$ cat src/rtl/packer_pkg.sv
// Shared types and helpers for the K-to-N stream packer.
// Lane order is selected at build time by PACKER_MSB_FIRST_EN.
package packer_pkg;

  localparam int unsigned DEF_IN_WIDTH = 8;
  localparam int unsigned DEF_FACTOR   = 3;

  typedef enum logic {
    LANE_LSB_FIRST = 1'b0,
    LANE_MSB_FIRST = 1'b1
  } lane_order_e;

`ifdef PACKER_MSB_FIRST_EN
  localparam lane_order_e LANE_ORDER = LANE_MSB_FIRST;
`else
  localparam lane_order_e LANE_ORDER = LANE_LSB_FIRST;
`endif

  function automatic int unsigned lane_lo(input int unsigned idx, input int unsigned width);
    return idx * width;
  endfunction

endpackage

$ cat src/rtl/packer_out_reg.sv
// Output holding register with valid/ready; fields stay stable while stalled.
// A new word may be loaded on the same edge the current one is transferred.
module packer_out_reg #(
  parameter int unsigned DATA_W = 24,
  parameter int unsigned KEEP_W = 3
) (
  input  logic              clk,
  input  logic              rst,
  input  logic              load,
  input  logic [DATA_W-1:0] load_data,
  input  logic [KEEP_W-1:0] load_keep,
  input  logic              load_last,
  output logic              can_load,
  output logic [DATA_W-1:0] out_data,
  output logic [KEEP_W-1:0] out_keep,
  output logic              out_last,
  output logic              out_valid,
  input  logic              out_ready
);

  assign can_load = !out_valid || out_ready;

  always_ff @(posedge clk or posedge rst) begin
    if (rst) begin
      out_data  <= '0;
      out_keep  <= '0;
      out_last  <= 1'b0;
      out_valid <= 1'b0;
    end else if (load && can_load) begin
      out_data  <= load_data;
      out_keep  <= load_keep;
      out_last  <= load_last;
      out_valid <= 1'b1;
    end else if (out_ready) begin
      out_valid <= 1'b0;
    end
  end

endmodule

$ cat src/rtl/packer_k_to_n_stream.sv
// Packs FACTOR IN_WIDTH-bit beats into one word with keep flags and in_last closure.
// Define PACKER_MSB_FIRST_EN to place the first beat in the top lane.
module packer_k_to_n_stream
  import packer_pkg::*;
#(
  parameter int unsigned IN_WIDTH  = DEF_IN_WIDTH,
  parameter int unsigned FACTOR    = DEF_FACTOR,
  parameter int unsigned OUT_WIDTH = FACTOR * IN_WIDTH,
  parameter int unsigned CNT_W     = $clog2(FACTOR)
) (
  input  logic                 clk,
  input  logic                 rst,
  input  logic [IN_WIDTH-1:0]  in_data,
  input  logic                 in_valid,
  input  logic                 in_last,
  output logic                 in_ready,
  output logic [OUT_WIDTH-1:0] out_data,
  output logic [FACTOR-1:0]    out_keep,
  output logic                 out_last,
  output logic                 out_valid,
  input  logic                 out_ready
);

  logic [CNT_W-1:0]     lane_cnt;
  logic [OUT_WIDTH-1:0] acc;
  logic [FACTOR-1:0]    keep_acc;
  logic [OUT_WIDTH-1:0] merged_data;
  logic [FACTOR-1:0]    merged_keep;
  logic                 accept;
  logic                 close_word;
  int unsigned          phys_lane;

  assign accept     = in_valid && in_ready;
  assign close_word = accept && ((lane_cnt == CNT_W'(FACTOR - 1)) || in_last);

  // lane_cnt always counts beats upward; the physical lane is derived from it.
  always_comb begin
    if (LANE_ORDER == LANE_MSB_FIRST) begin
      phys_lane = FACTOR - 1 - 32'(lane_cnt);
    end else begin
      phys_lane = 32'(lane_cnt);
    end
    merged_data = acc;
    merged_keep = keep_acc;
    for (int unsigned i = 0; i < FACTOR; i++) begin
      if (i == phys_lane) begin
        merged_data[lane_lo(i, IN_WIDTH) +: IN_WIDTH] = in_data;
        merged_keep[i] = 1'b1;
      end
    end
  end

  always_ff @(posedge clk or posedge rst) begin
    if (rst) begin
      lane_cnt <= '0;
      acc      <= '0;
      keep_acc <= '0;
    end else if (accept) begin
      if (close_word) begin
        lane_cnt <= '0;
        acc      <= '0;
        keep_acc <= '0;
      end else begin
        lane_cnt <= lane_cnt + CNT_W'(1);
        acc      <= merged_data;
        keep_acc <= merged_keep;
      end
    end
  end

  packer_out_reg #(
    .DATA_W(OUT_WIDTH),
    .KEEP_W(FACTOR)
  ) u_out_reg (
    .clk       (clk),
    .rst       (rst),
    .load      (close_word),
    .load_data (merged_data),
    .load_keep (merged_keep),
    .load_last (in_last),
    .can_load  (in_ready),
    .out_data  (out_data),
    .out_keep  (out_keep),
    .out_last  (out_last),
    .out_valid (out_valid),
    .out_ready (out_ready)
  );

endmodule
$ cat config.mk
export PLATFORM = sky130hd
export DESIGN_NAME = packer_k_to_n_stream
export DESIGN_NICKNAME = d
export VERILOG_FILES = /design/src/rtl/packer_pkg.sv /design/src/rtl/packer_out_reg.sv /design/src/rtl/packer_k_to_n_stream.sv
export SDC_FILE = /design/constraint.sdc
export NUM_CORES = 1
export LEC_CHECK = 0
export ABC_CLOCK_PERIOD_IN_PS = 2400
export CORE_MARGIN = 2
export CORE_UTILIZATION = 40
export CTS_CLUSTER_DIAMETER = 120
export DETAILED_ROUTE_END_ITERATION = 12
export GPL_TIMING_DRIVEN = 0
export MAX_ROUTING_LAYER = met4
export SLEW_MARGIN = 0
export SYNTH_ARGS = -nofsm -noshare
export SYNTH_HDL_FRONTEND = slang
export SYNTH_SLANG_ARGS = --single-unit
$ cat constraint.sdc
create_clock -name clk -period 2.4 [get_ports clk]
set_clock_uncertainty 0.1 [all_clocks]
set_input_delay 0.24 -clock clk [delete_from_list [all_inputs] [get_ports clk]]
set_output_delay 0.24 -clock clk [all_outputs]
set_load 0.03 [all_outputs]
==> key figures, run 1 <==
Worst setup path
  • Arr. time, crit path: around 1.9 ns
  • Nature of the critical path startpoint: input pin
  • WS Path Type: in2out
  • Critical path required time: a little over 2 ns
  • CP endpoint kind: output port
  • Critical path startpoint: out_ready
  • CP Max Fanout: 10
  • Reg2reg path depth: 4
  • FF-to-FF Start: lane_cnt[0]

Placed design
  • DP Area: 3053 sq um
  • Dpl hpwl: approximately 3.7 mm
  • Dpl ws: 0.08382 ns
  • PortBufs: 42
  • Final weighted congestion in routability-driven placement: 0.7403

STA
  • Least-Margin Pin Slew: 1.299 ns
  • Final period util: 0.9252
  • Tmin final: 2.221 ns
  • Finish-stage setup viols: 0
  • Final max-slew violation count: 0
  • Maximum clock frequency: 0.4503 GHz
  • PnR worst setup slack: 0.1795 ns
  • RSZ-0062 raised after global routing: false
  • Fin. Hold Viols: 0
  • Slew margin rel.: 0.1205
  • Setup total negative slack: 0 ns
  • WHS: ~0.1 ns

Logic synthesis
  • Top-count cell post-synth: dfrtp_1
  • Seq cells post-synth: 58
  • Synth async-reset ratio: 1.000
  • Register area share after synthesis: 0.5763
  • Cell taking the most area after synthesis: dfrtp_1
  • Post-synthesis cell count: 176
  • Post-Syn Nets: 192
  • Synth cell count leaders: dfrtp_1 (58), mux2_2 (43), a22o_1 (17)
  • Post-synth EDFFs: 0
  • Post-Syn Area: about 2500 sq um
  • Share of the synthesized area in the top cell type: 0.5763
  • Synth warn: 0
  • Area contributors post-synth: dfrtp_1 (58%), mux2_2 (19%), a22o_1 (5.9%)
  • Ys flop type: dfrtp_1
  • Distinct cells, synth: 24
  • Mean Syn Cell Area: 14.31 sq um

Clocking
  • TritonCTS clock tree: done
  • H-tree depth: 3
  • Skew-Pair Late Insertion Delay: 0.32 ns
  • Hold_buf cts: 0
  • Root buffer cell: clkbuf_8
  • Clk buf depth: 2
  • Post-cts resize count: 0
  • Num CTS Buffers: 9
  • Clock transition at path regs: 0.06 ns
  • Clk sinks: 58
  • Post-CTS Setup Bufs: 0

Global route
  • Initial antenna violation count: 0
  • First-pass GRT wire length: 9.377 mm
  • GRT overflow: 0
  • Pin count of the biggest net entering global routing: between 40 and 50
  • Vias in the first global route: 1,763
  • Global Route met2 Usage: 0.2727
  • GR peak layer: met2
  • GRT Util Overall: 0.1793
  • M1 GR Usage: 0.2361
  • GRT met3 Usage: 0.04274

Floorplanning
  • Num rows: 28
  • Die Width: 83.35 microns
  • Die height: 83.35 microns
  • Initial Utilization: 0.4204
  • I/O Pins: 43
  • CORE AREA: 5991 sq um
  • Total Die Area: between 6000 and 7000 sq um

Route
  • Wirelength, routed: 5.466 mm
  • Length of the first detailed-routing pass in iterations: 4
  • Post-route antenna net violation count: 0
  • DRC: 0
  • Via/cell ratio: 5.273
  • WL/cell: about 18 microns
  • Starting DRT DRC Count: 39
  • Vias post-DR: 1,624

Flow run
  • Max-cap violations: 0

Status
  • Status: finished, final reports clean

Power
  • Leakage: 1.522 nW
  • Cell Pwr Density: around 1200 nW/um^2
  • Worst IR Drop VDD: 0.5037 mV

Final layout
  • Fill cell count: 510
  • Register area: approximately 1500 sq um
  • P&R area growth vs syn: 27.27%
  • Finished Cell Area: 3206 sq um
  • # diodes: 0
  • # nets final: between 200 and 250
  • Share of cells above drive strength 1: 0.2918
  • Multi-input logic area: between 900 and 1000 sq um

Hold path
  • Worst hold path type: in2async
[power by group]
part / switching, W / internal [W] / total, W
clock network: 0.000348 / 0.000393 / 0.000742
logic: 0.000797 / 0.000747 / 0.00154
registers: 0.000149 / 0.00125 / 0.00140
total: 0.00129 / 0.00239 / 0.00369
[routing by layer]
metal / vias up / wire (microns)
li1: 742 / -
met4: 0 / 83
met3: 10 / 162
met5: - / 0
met2: 34 / 2648
met1: 838 / 2571
[metrics by stage]
step                        util  total power [W]  std cells
final                     0.5351         0.003688        308
after global routing      0.5351         0.003892        308
after CTS                 0.5351         0.003726        308
after detailed placement  0.5096         0.002975        294
after global placement    0.5063         0.002923        293
after floorplan                -         0.002384        176
[placed cells by master (no fill, tap or decap), types with 2 or more instances in the layout]
master | Yosys | routed
o21a_1 | 2 | 2
clkdlybuf4s50_1 | 0 | 42
clkbuf_8 | 0 | 10
buf_2 | 4 | 4
mux2i_1 | 2 | 2
inv_1 | 6 | 5
a22o_1 | 17 | 17
and2_1 | 10 | 10
clkbuf_1 | 5 | 9
and3_1 | 2 | 2
mux2_2 | 43 | 43
dfrtp_1 | 58 | 58
o21ai_0 | 2 | 2
mux2_4 | 5 | 5
nand4_1 | 2 | 2
and4_1 | 2 | 2
ha_1 | 3 | 3
nor2_1 | 4 | 4
buf_6 | 2 | 2
[cells by family after synthesis]
kind of cell / synth area share
flip-flops: 0.5763
multiplexers: 0.2300
AO/OA/AOI/OAI: 0.08594
AND/OR/NAND/NOR: 0.05961
buffers and inverters: 0.03328
adder cells (fa/ha/maj): 0.01490
[flip-flops by register name, indices dropped and copies added (netlist names)]
register             flops
keep_acc                 3
u_out_reg.out_valid      1
u_out_reg.out_keep       3
acc                     24
lane_cnt                 2
u_out_reg.out_data      24
u_out_reg.out_last       1
[worst max-delay path, stage by stage]
cell and delay [ns]:
clkdlybuf4s50_1 0.45, nand2b_1 0.22, buf_2 0.27, clkdlybuf4s50_1 0.70
[layout make-up]
class / instances / area share
buffer: 11 / 0.01913
multi-input combinational: 101 / 0.3068
timing repair buffer: 43 / 0.1374
inverter: 6 / 0.007026
tap: 75 / 0.02927
clock buffer: 14 / 0.04762
sequential: 58 / 0.4528
[worst paths after layout]
kind	end	slack (ns)
min	u_out_reg.out_data[23]	0.1
max	in_ready	0.18
min in group clk	acc[17]	0.38
min reg2reg	acc[17]	0.38
max reg2reg	acc[13]	0.20
max in group asynchronous	u_out_reg.out_data[21]	1.54
(Power assumes the default switching activity.)
==> run 2, diff against run 1 <==
--- a/config.mk
+++ b/config.mk
@@ -6,13 +6,14 @@
 export NUM_CORES = 1
 export LEC_CHECK = 0
 export ABC_CLOCK_PERIOD_IN_PS = 2400
+export CORE_ASPECT_RATIO = 0.8
 export CORE_MARGIN = 2
 export CORE_UTILIZATION = 40
 export CTS_CLUSTER_DIAMETER = 120
 export DETAILED_ROUTE_END_ITERATION = 12
 export GPL_TIMING_DRIVEN = 0
 export MAX_ROUTING_LAYER = met4
-export SLEW_MARGIN = 0
+export SLEW_MARGIN = 25
 export SYNTH_ARGS = -nofsm -noshare
 export SYNTH_HDL_FRONTEND = slang
 export SYNTH_SLANG_ARGS = --single-unit
==> key figures, run 2 (synthesized netlist as in run 1, its figures left out) <==
Global route
  • GR peak layer: met2
  • GRT overflow: 0
  • M1 GR Usage: 0.2156
  • GRT Util Overall: 0.1765
  • Pin count of the biggest net entering global routing: 59
  • Global Route met2 Usage: 0.2758
  • Vias in the first global route: 1,702
  • GRT met3 Usage: 0.05205
  • Initial antenna violation count: 0
  • First-pass GRT wire length: between 8 and 9 mm

Floorplanning
  • CORE AREA: 6006 sq um
  • I/O Pins: 43
  • Die height: 74.98 microns
  • Initial Utilization: 0.4194
  • Die Width: 92.72 microns
  • Num rows: 25
  • Total Die Area: between 6000 and 7000 sq um

Worst setup path
  • CP endpoint kind: output port
  • Max incr delay on CP: 0.70 ns
  • CP Buf/Inv Count: 3
  • Critical-path cell list: clkdlybuf4s50_1, nand2b_1, buf_2, clkdlybuf4s50_1
  • Delay-heaviest family, CP: buffers and inverters
  • Reg2reg path depth: 5
  • CP Max Fanout: 10
  • RR Endpoint: u_out_reg.out_data[13]
  • Flop2flop setup slack: 0.29 ns
  • FF-to-FF Start: lane_cnt[1]
  • Nature of the critical path startpoint: input pin
  • Cell mode on critical path: clkdlybuf4s50_1
  • Arr. time, crit path: 1.87 ns
  • Slowest CP cell: clkdlybuf4s50_1
  • Critical path required time: 2.06 ns
  • WS Path Type: in2out

Final layout
  • P&R area growth vs syn: 27.17%
  • # nets final: 245
  • Share of cells above drive strength 1: 0.2931
  • # diodes: 0
  • Fill cell count: 522
  • Multi-input logic area: slightly below 1000 sq um
  • Most frequent cells in the layout: dfrtp_1 (58), mux2_2 (43), clkdlybuf4s50_1 (42), a22o_1 (17)
  • Final Core Density: 0.5333
  • Register area: 1451 sq um
  • Biggest regs: acc (24), u_out_reg.out_data (24)
  • Layout Cells excl Fill: around 310
  • Most common cell after layout, fill and taps aside: dfrtp_1

Route
  • Wirelength, routed: 5.344 mm
  • DRC: 0
  • Via/cell ratio: 5.188
  • WL/cell: 17.07 microns
  • Length of the first detailed-routing pass in iterations: 4
  • Vias post-DR: 1,624
  • Starting DRT DRC Count: 53
  • Post-route antenna net violation count: 0

Clocking
  • H-tree depth: 3
  • Num CTS Buffers: 9
  • Clk buf depth: 2
  • Post-CTS Setup Bufs: 0
  • Clk sinks: 58
  • Post-cts resize count: 0
  • Root buffer cell: clkbuf_8
  • Skew-Pair Late Insertion Delay: 0.33 ns
  • TritonCTS clock tree: done
  • Clock transition at path regs: 0.06 ns
  • Hold_buf cts: 0

Hold path
  • Worst hold path type: in2async

STA
  • Final period util: 0.9214
  • Maximum clock frequency: 0.4522 GHz
  • Fin. Hold Viols: 0
  • Final max-slew violation count: 0
  • RSZ-0062 raised after global routing: false
  • Finish-stage setup viols: 0
  • WHS: 0.2828 ns
  • Slew margin rel.: 0.4316
  • Least-Margin Pin Slew: between 0.8 and 0.9 ns
  • Tmin final: 2.211 ns

Power
  • Switching power: 0.001289 W
  • Clock share of power: 0.199
  • Leakage: 1.514 nW
  • Worst IR Drop VDD: 0.6364 mV
  • Internal: around 0.0024 W
  • Sequential share of power: 0.381
  • Switching fraction of total power: 0.3503
  • Cell Pwr Density: 1149 nW/um^2
  • Comb power frac: 0.420

Placed design
  • Final weighted congestion in routability-driven placement: between 0.8 and 0.9
  • PortBufs: 42
  • Dpl cells: 299
  • Dpl hpwl: approximately 3.5 mm

Flow run
  • Max-cap violations: 0

Status
  • Status: finished, final reports clean
run 2: metrics by stage:
step	TNS, ns	setup WS [ns]	area (sq um)	power (W)
detailed placement	0	0.2028	3050	0.002970
finish	0	0.1886	3203	0.003680
global placement	-16.76	-0.2920	3040	0.002926
CTS	0	0.1939	3203	0.003728
floorplan	0	0.5895	2519	0.002384
global route	0	0.1317	3203	0.003884
run 2: final cells by class:
cell class | instances | area share
Buffer | 11 | 0.01914
Clock buffer | 14 | 0.04766
Inverter | 6 | 0.007813
Multi-Input combinational cell | 101 | 0.3094
Sequential cell | 58 | 0.4531
Tap cell | 81 | 0.03164
Timing Repair Buffer | 42 | 0.1313
run 2: worst register-to-register path, cell delays in order, from the launching register on:
cell and delay [ns]:
dfrtp_1 0.39, inv_1 0.09, ha_1 0.20, clkbuf_1 0.53, mux2_2 0.41, mux2_2 0.27
run 2: worst max-delay path by stage:
stage	end	startpoint	slack [ns]	cells past startpoint
floorplan	u_out_reg.out_data[0]	lane_cnt[0]	0.59	5
CTS	in_ready	out_ready	0.19	4
global placement	u_out_reg.out_data[10]	rst	-0.29	2
detailed placement	in_ready	out_ready	0.20	4
global route	in_ready	out_ready	0.13	4
finish	in_ready	out_ready	0.19	4
run 2: power by group through the flow:
stage / Clock [W] / Combinational (W) / Sequential, W
after CTS: 0.000762 / 0.00156 / 0.00140
final: 0.000733 / 0.00155 / 0.00140
after floorplan: 0 / 0.000622 / 0.00176
after detailed placement: 0 / 0.00155 / 0.00142
after global routing: 0.000806 / 0.00164 / 0.00144
after global placement: 0 / 0.00153 / 0.00140
run 2: layer usage:
layer / wire, microns / part of all wire / vias up
met4: 92 / 0.017 / 0
met5: 0 / 0 / -
li1: - / - / 741
met3: 229 / 0.043 / 11
met2: 2508 / 0.47 / 45
met1: 2513 / 0.47 / 827
